==> src/rtl/ov7670_sccb_cfg_seq_if.sv <==
`default_nettype none
// ============================================================================
// Module      : ov7670_sccb_cfg_seq_if
// Description : Config-LUT and SCCB pad bundle for the OV7670 config sequencer.
// Revision    : 1.0 - initial release
// ============================================================================
interface ov7670_sccb_cfg_seq_if;
    logic [7:0]  lut_index;
    logic [15:0] lut_data;
    logic        sccb_scl;
    logic        sccb_sda_oe;
    logic        sccb_sda_i;

    modport master (
        output lut_index,
        output sccb_scl,
        output sccb_sda_oe,
        input  lut_data,
        input  sccb_sda_i
    );

    modport slave (
        input  lut_index,
        input  sccb_scl,
        input  sccb_sda_oe,
        output lut_data,
        output sccb_sda_i
    );
endinterface
`default_nettype wire

==> src/rtl/ov7670_sccb_cfg_seq.sv <==
`default_nettype none
// ============================================================================
// Module      : ov7670_sccb_cfg_seq
// Description : Walks the OV7670 config LUT, one 3-phase SCCB write per entry.
// Revision    : 1.0 - initial release
// ============================================================================
module ov7670_sccb_cfg_seq #(
    parameter logic [7:0] DEV_ID    = 8'h42,
    parameter int         LUT_START = 2,
    parameter int         LUT_SIZE  = 165,
    parameter int         QTR_CYC   = 63,
    parameter int         WAIT_CYC  = 500000
) (
    input  wire                          clk,
    input  wire                          rst_n,
    input  wire                          start,
    ov7670_sccb_cfg_seq_if.master        bus,
    output logic                         cfg_busy,
    output logic                         cfg_done,
    output logic                         nack_err
);

    localparam int              c_qw    = (QTR_CYC > 1) ? $clog2(QTR_CYC) : 1;
    localparam int              c_ww    = $clog2(WAIT_CYC + 1);
    localparam logic [c_qw-1:0] c_qmax  = c_qw'(QTR_CYC - 1);
    localparam logic [c_ww-1:0] c_wmax  = c_ww'(WAIT_CYC - 1);
    localparam logic [7:0]      c_first = 8'(LUT_START);
    localparam logic [7:0]      c_last  = 8'(LUT_START + LUT_SIZE - 1);

    typedef enum logic [2:0] {
        S_PWRUP = 3'd0,
        S_LOAD  = 3'd1,
        S_START = 3'd2,
        S_BITS  = 3'd3,
        S_STOP  = 3'd4,
        S_GAP   = 3'd5,
        S_DONE  = 3'd6
    } state_t;

    state_t          r_state;
    state_t          w_state_nxt;
    logic [c_ww-1:0] r_wait_cnt;
    logic [c_qw-1:0] r_qcnt;
    logic [1:0]      r_quarter;
    logic [4:0]      r_slot;
    logic [26:0]     r_shift;
    logic [7:0]      r_index;
    logic            r_busy;
    logic            r_done;
    logic            r_nack;
    logic            r_scl_prev;
    logic            r_sda_prev;
    logic            w_qtick;
    logic            w_phase_end;
    logic            w_ack_slot;
    logic            w_scl;
    logic            w_sda;
    logic            w_sda_out;
    logic            w_start_ok;

    assign w_qtick     = (r_qcnt == c_qmax);
    assign w_phase_end = w_qtick && (r_quarter == 2'd3);
    assign w_ack_slot  = (r_slot == 5'd8) || (r_slot == 5'd17) || (r_slot == 5'd26);
    assign w_start_ok  = (r_state == S_DONE) && start;

    // SDA follows one cycle late whenever SCL toggles, so the two pads never move together.
    assign w_sda_out       = (w_scl != r_scl_prev) ? r_sda_prev : w_sda;
    assign bus.sccb_scl    = w_scl;
    assign bus.sccb_sda_oe = w_sda_out;
    assign bus.lut_index   = r_index;
    assign cfg_busy        = r_busy;
    assign cfg_done        = r_done;
    assign nack_err        = r_nack;

    always_ff @(posedge clk or negedge rst_n) begin
        if (!rst_n) begin
            r_state <= S_PWRUP;
        end else begin
            r_state <= w_state_nxt;
        end
    end

    always_comb begin
        w_state_nxt = r_state;
        w_scl       = 1'b1;
        w_sda       = 1'b0;
        case (r_state)
            S_PWRUP: begin
                if (r_wait_cnt == c_wmax) w_state_nxt = S_LOAD;
            end
            S_LOAD: begin
                w_state_nxt = S_START;
            end
            S_START: begin
                w_scl = (r_quarter != 2'd3);
                w_sda = (r_quarter != 2'd0);
                if (w_phase_end) w_state_nxt = S_BITS;
            end
            S_BITS: begin
                w_scl = r_quarter[1];
                w_sda = ~r_shift[26];
                if (w_phase_end && (r_slot == 5'd26)) w_state_nxt = S_STOP;
            end
            S_STOP: begin
                w_scl = r_quarter[1];
                w_sda = (r_quarter != 2'd3);
                if (w_phase_end) w_state_nxt = S_GAP;
            end
            S_GAP: begin
                if (w_phase_end) w_state_nxt = (r_index == c_last) ? S_DONE : S_LOAD;
            end
            S_DONE: begin
                if (start) w_state_nxt = S_PWRUP;
            end
            default: begin
                w_state_nxt = S_PWRUP;
            end
        endcase
    end

    always_ff @(posedge clk or negedge rst_n) begin
        if (!rst_n) begin
            r_wait_cnt <= '0;
            r_qcnt     <= '0;
            r_quarter  <= 2'd0;
            r_slot     <= 5'd0;
            r_shift    <= '1;
            r_index    <= c_first;
            r_busy     <= 1'b0;
            r_done     <= 1'b0;
            r_nack     <= 1'b0;
            r_scl_prev <= 1'b1;
            r_sda_prev <= 1'b0;
        end else begin
            r_busy     <= (w_state_nxt != S_DONE);
            r_done     <= (w_state_nxt == S_DONE);
            r_scl_prev <= w_scl;
            r_sda_prev <= w_sda_out;

            if (r_state == S_PWRUP) r_wait_cnt <= r_wait_cnt + c_ww'(1);
            else                    r_wait_cnt <= '0;

            if ((r_state == S_PWRUP) || (r_state == S_LOAD) || (r_state == S_DONE)) begin
                r_qcnt    <= '0;
                r_quarter <= 2'd0;
            end else if (w_qtick) begin
                r_qcnt    <= '0;
                r_quarter <= r_quarter + 2'd1;
            end else begin
                r_qcnt    <= r_qcnt + c_qw'(1);
            end

            // Each 9th bit is loaded as 1 so the master releases SDA for the ACK slot.
            if (r_state == S_LOAD) begin
                r_shift <= {DEV_ID, 1'b1, bus.lut_data[15:8], 1'b1, bus.lut_data[7:0], 1'b1};
                r_slot  <= 5'd0;
            end else if ((r_state == S_BITS) && w_phase_end) begin
                r_shift <= {r_shift[25:0], 1'b1};
                r_slot  <= r_slot + 5'd1;
            end

            if (w_start_ok) begin
                r_index <= c_first;
            end else if ((r_state == S_GAP) && w_phase_end && (r_index != c_last)) begin
                r_index <= r_index + 8'd1;
            end

            if (w_start_ok) begin
                r_nack <= 1'b0;
            end else if ((r_state == S_BITS) && w_ack_slot && (r_quarter == 2'd2) &&
                         w_qtick && bus.sccb_sda_i) begin
                r_nack <= 1'b1;
            end
        end
    end

endmodule
`default_nettype wire

==> src/flat_wrapper.sv <==
// flat-port wrapper written by rule: the top's interface ports become plain ports
module ov7670_sccb_cfg_seq_flat 
#(
    parameter logic [7:0] DEV_ID    = 8'h42,
    parameter int         LUT_START = 2,
    parameter int         LUT_SIZE  = 165,
    parameter int         QTR_CYC   = 63,
    parameter int         WAIT_CYC  = 500000
)
  (clk, rst_n, start, cfg_busy, cfg_done, nack_err, bus_lut_index, bus_sccb_scl, bus_sccb_sda_oe, bus_lut_data, bus_sccb_sda_i);
  ov7670_sccb_cfg_seq_if bus_i ();
  input  wire clk;
  input  wire rst_n;
  input  wire start;
  output logic cfg_busy;
  output logic cfg_done;
  output logic nack_err;
  output wire logic [$bits(bus_i.lut_index)-1:0] bus_lut_index;
  output wire logic [$bits(bus_i.sccb_scl)-1:0] bus_sccb_scl;
  output wire logic [$bits(bus_i.sccb_sda_oe)-1:0] bus_sccb_sda_oe;
  input wire logic [$bits(bus_i.lut_data)-1:0] bus_lut_data;
  input wire logic [$bits(bus_i.sccb_sda_i)-1:0] bus_sccb_sda_i;
  assign bus_lut_index = bus_i.lut_index;
  assign bus_sccb_scl = bus_i.sccb_scl;
  assign bus_sccb_sda_oe = bus_i.sccb_sda_oe;
  assign bus_i.lut_data = bus_lut_data;
  assign bus_i.sccb_sda_i = bus_sccb_sda_i;
  ov7670_sccb_cfg_seq #(.DEV_ID(DEV_ID), .LUT_START(LUT_START), .LUT_SIZE(LUT_SIZE), .QTR_CYC(QTR_CYC), .WAIT_CYC(WAIT_CYC)) u_core (.clk(clk), .rst_n(rst_n), .start(start), .bus(bus_i), .cfg_busy(cfg_busy), .cfg_done(cfg_done), .nack_err(nack_err));
endmodule
==> config.mk <==
export PLATFORM = sky130hd
export DESIGN_NAME = ov7670_sccb_cfg_seq_flat
export DESIGN_NICKNAME = d
export VERILOG_FILES = /design/src/rtl/ov7670_sccb_cfg_seq_if.sv /design/src/rtl/ov7670_sccb_cfg_seq.sv /design/src/flat_wrapper.sv
export SDC_FILE = /design/constraint.sdc
export NUM_CORES = 1
export LEC_CHECK = 0
export CAP_MARGIN = 25
export CELL_PAD_IN_SITES_DETAIL_PLACEMENT = 2
export CELL_PAD_IN_SITES_GLOBAL_PLACEMENT = 2
export CORE_MARGIN = 5
export CORE_UTILIZATION = 33
export DETAILED_ROUTE_END_ITERATION = 6
export PLACE_DENSITY_LB_ADDON = 0.25
export SETUP_SLACK_MARGIN = 0.4
export SLEW_MARGIN = 10
export SYNTH_ARGS = -nofsm -noshare
export SYNTH_HDL_FRONTEND = slang
export SYNTH_SLANG_ARGS = --single-unit
==> constraint.sdc <==
create_clock -name clk -period 2.8 [get_ports clk]
set_input_delay 0.42 -clock clk [delete_from_list [all_inputs] [get_ports clk]]
set_output_delay 0.42 -clock clk [all_outputs]
set_load 0.02 [all_outputs]
==> metrics.txt <==
status=finished, final reports clean; Cell Area, Placed=roughly 4300 µm²; CP cell instances=ha_2 -> or2_4 -> a31oi_4 -> xnor2_2 -> mux2_4 -> buf_6; CP bufs+invs=1; Switching Share=between 20% and 30%; synthesized area=3850 µm²; clock net sink count=between 70 and 80; via count=around 3k; Sw Pwr=between 0.7 and 0.8 mW; hold slack=179.4 ps; Cell variety after synth=between 40 and 50; CTS Hold Bufs=0; Crit path arrival time=~2000 ps; Main synth FF type=dfrtp_1; CTS H-Tree Depth=3; setup TNS=0 ps; Post-DP HPWL=approximately 6700 µm; clock-pin slew on the worst setup and hold paths=approximately 60 ps; total track usage=approximately 15%; Synth Warn #=0; share of power burned in registers=43.7%; Placeable Area=roughly 11000 µm²; syn nets=420; number of enable flip-flop cells after synthesis=0; Max Cap Viol=0; post-synthesis sequential area ratio=~49%; DR DRC count=0; antenna violations before repair=0; vias in the first global route=between 3k and 4k; die area=13930 µm²; syn_area_per_cell=between 9 and 10 µm²; GRT overflow=0; largest fanout on the critical path=2; most common cell in the netlist=nor2_1; Critical Path End Type=output pin; I/O pins=33; combinational share of power=between 10% and 20%; HP Class=in -> async; pwr dens=about 600 nW/µm²; Yosys top cell area share=29.90%; Synth top cells by count=nor2_1 (50), nand2_1 (47), dfrtp_1 (46); Setup CP Type=reg -> out; ys async rst share=100.0%; Final Wtd Congestion=0.7287; slew margin rel.=approximately two fifths; slowest cell on the critical path=dfrtp_1; largest net degree at the start of global routing=66; final worst path period share=between 80% and 90%; Final Hold Vio Count=0; starting density of the core=between 30% and 40%; Post-Syn Instances=a little under 400; pin slew with the least headroom to its limit=871.8 ps; maximum vdd drop=around 0.00038 V; crit path time final=between 2000 and 2500 ps; clock latency on the worst-skew pair=around 340 ps; Layout area overhead=21.84%; CTS max path bufs=2; CTS tree=yes; Final WS setup=between 300 and 400 ps; Final Instance Area=approximately 4700 µm²; fraction of layout cells with a size suffix above 1=between 10% and 20%; Int Power=between 2 and 2.5 mW; diode count=0; WP data required=~2400 ps; Final Skew=5.341 ps; Iter 0 DRT Violations=between 100 and 150; Pre-antenna DRT Iters=4; Die X-Extent=between 100 and 150 µm; Worst Setup Slack post-DPL=between 50 and 60 ps; remaining antenna violation count=0; RSZ-0062 raised after global routing=true; largest area contributor in the netlist=dfrtp_1; CP startpoint kind=register; Avg WL per Cell=16.80 µm; critical path's top delay family=flip-flops; CP max stage delay=just under 400 ps; Yosys reg bits=74; Nets=458; Post-Route WL=slightly below 10000 µm; Fill cells=1252; final setup violating endpoints=0; leakage=between 1.5 and 2 nW; synth top area cells=dfrtp_1 (30%), dfstp_2 (19%), mux2i_1 (7.5%), nor2_1 (4.9%), nand2_1 (4.6%); Fmax=roughly 410 MHz; Pins Over Slew Limit=0; global-route wire length before repair=~17000 µm; Port-buffer cells=32; CTS buffer count=9; Die Y=roughly 120 µm; Clock Power Share=between 30 and 40%; Root Driver=clkbuf_16; Via density=around 5.2; site row count=39
[worst register-to-register path, stage by stage (launching register included)]
cell	delay [ps]
dfrtp_1	360
ha_2	200
buf_4	100
buf_4	90
nand2_1	130
or2_0	380
or4_1	560
a21oi_1	160
[metal layers]
metal | track usage, % | vias to the layer above | wire length (µm)
li1 | - | 1435 | -
met1 | 19.01 | 1528 | 4492
met2 | 24.58 | 31 | 4693
met3 | 3.172 | 11 | 257
met4 | 6.667 | 0 | 203
met5 | 0 | - | 0
[state kept, by name (all words and copies together), names as in the netlist, 2 cells and up]
signal,flops
u_core.r_slot,5
u_core.r_shift,26
u_core.r_wait_cnt,19
u_core.bus.lut_index,8
u_core.r_state,3
u_core.r_quarter,2
u_core.r_qcnt,6
[power by group through the flow]
stage / logic (mW) / clock network [mW] / registers [mW]
2_1_floorplan: 0.264 / 0 / 1.24
3_3_place_gp: 0.424 / 0 / 1.24
4_1_cts: 0.496 / 1.15 / 1.23
3_5_place_dp: 0.445 / 0 / 1.25
5_1_grt: 0.545 / 1.19 / 1.25
6_report: 0.486 / 1.10 / 1.23
[final cells by class]
type                       instances  area, µm²  share of cell area (%)
multi-input combinational        288       1898                   40.46
sequential                        74       1887                   40.22
tap                              143      178.9                   3.814
timing repair buffer              45      415.4                   8.856
clock buffer                      12      256.5                   5.468
clock inverter                     4      25.02                  0.5335
inverter                           8      30.03                  0.6402
[final timing paths]
path                                startpoint  cells past startpoint                 endpoint  slack (ps)
max in group asynchronous                rst_n                      2       u_core.r_shift[17]        1850
min in group clk              u_core.r_qcnt[0]                      1         u_core.r_qcnt[0]         490
min reg2reg                   u_core.r_qcnt[0]                      1         u_core.r_qcnt[0]         490
max reg2reg                u_core.r_quarter[0]                      7  u_core.bus.lut_index[7]         740
min                                      rst_n                      1         u_core.r_qcnt[4]         180
max                        u_core.r_quarter[0]                      6          bus_sccb_sda_oe         380
[through the flow]
| step | util, % | cells | power, mW |
|---|---|---|---|
| floorplan | - | 388 | 1.501 |
| finish | 41.08 | 574 | 2.818 |
| global placement | 38.08 | 554 | 1.662 |
| CTS | 41.01 | 573 | 2.875 |
| detailed placement | 38.08 | 554 | 1.692 |
| global route | 41.08 | 574 | 2.984 |
[kinds of logic (layout without fill, tap and decap cells)]
family | count (synthesis) | count (layout) | synth area share [%]
and+or+nand+nor | 178 | 178 | 23.11
DFF | 74 | 74 | 49.01
AOI/OAI and AO/OA | 46 | 46 | 8.125
muxes | 31 | 31 | 8.125
buffers and inverters | 26 | 69 | 2.957
xor gates and xnor gates | 21 | 21 | 4.777
adders and majority gates | 12 | 12 | 3.900
[cells in the final DEF (no fill, tap or decap), types with 4 or more instances in the layout]
cell,synthesis,final
clkdlybuf4s50_1,0,29
inv_1,8,8
xor2_1,7,7
xnor2_1,14,13
nand3_1,17,17
a221o_1,7,7
o21ai_0,13,13
and4_1,4,4
nand2b_1,8,8
clkbuf_16,0,9
buf_4,2,14
dfstp_2,28,28
ha_1,12,11
nor4_1,5,5
dfrtp_1,46,46
nand4_1,10,10
nor2_1,50,50
mux2i_1,29,29
a21oi_1,9,9
nand2_1,47,47
nor3_1,9,8
[repair_timing]
action                                  4_1_cts  5_1_grt
gates resized for setup                      13        0
endpoints found under the setup margin        2        1
pin swaps                                     3        3
setup buffers                                 3        1
cloned                                        0        0
Power figures use the tool's default switching activity.
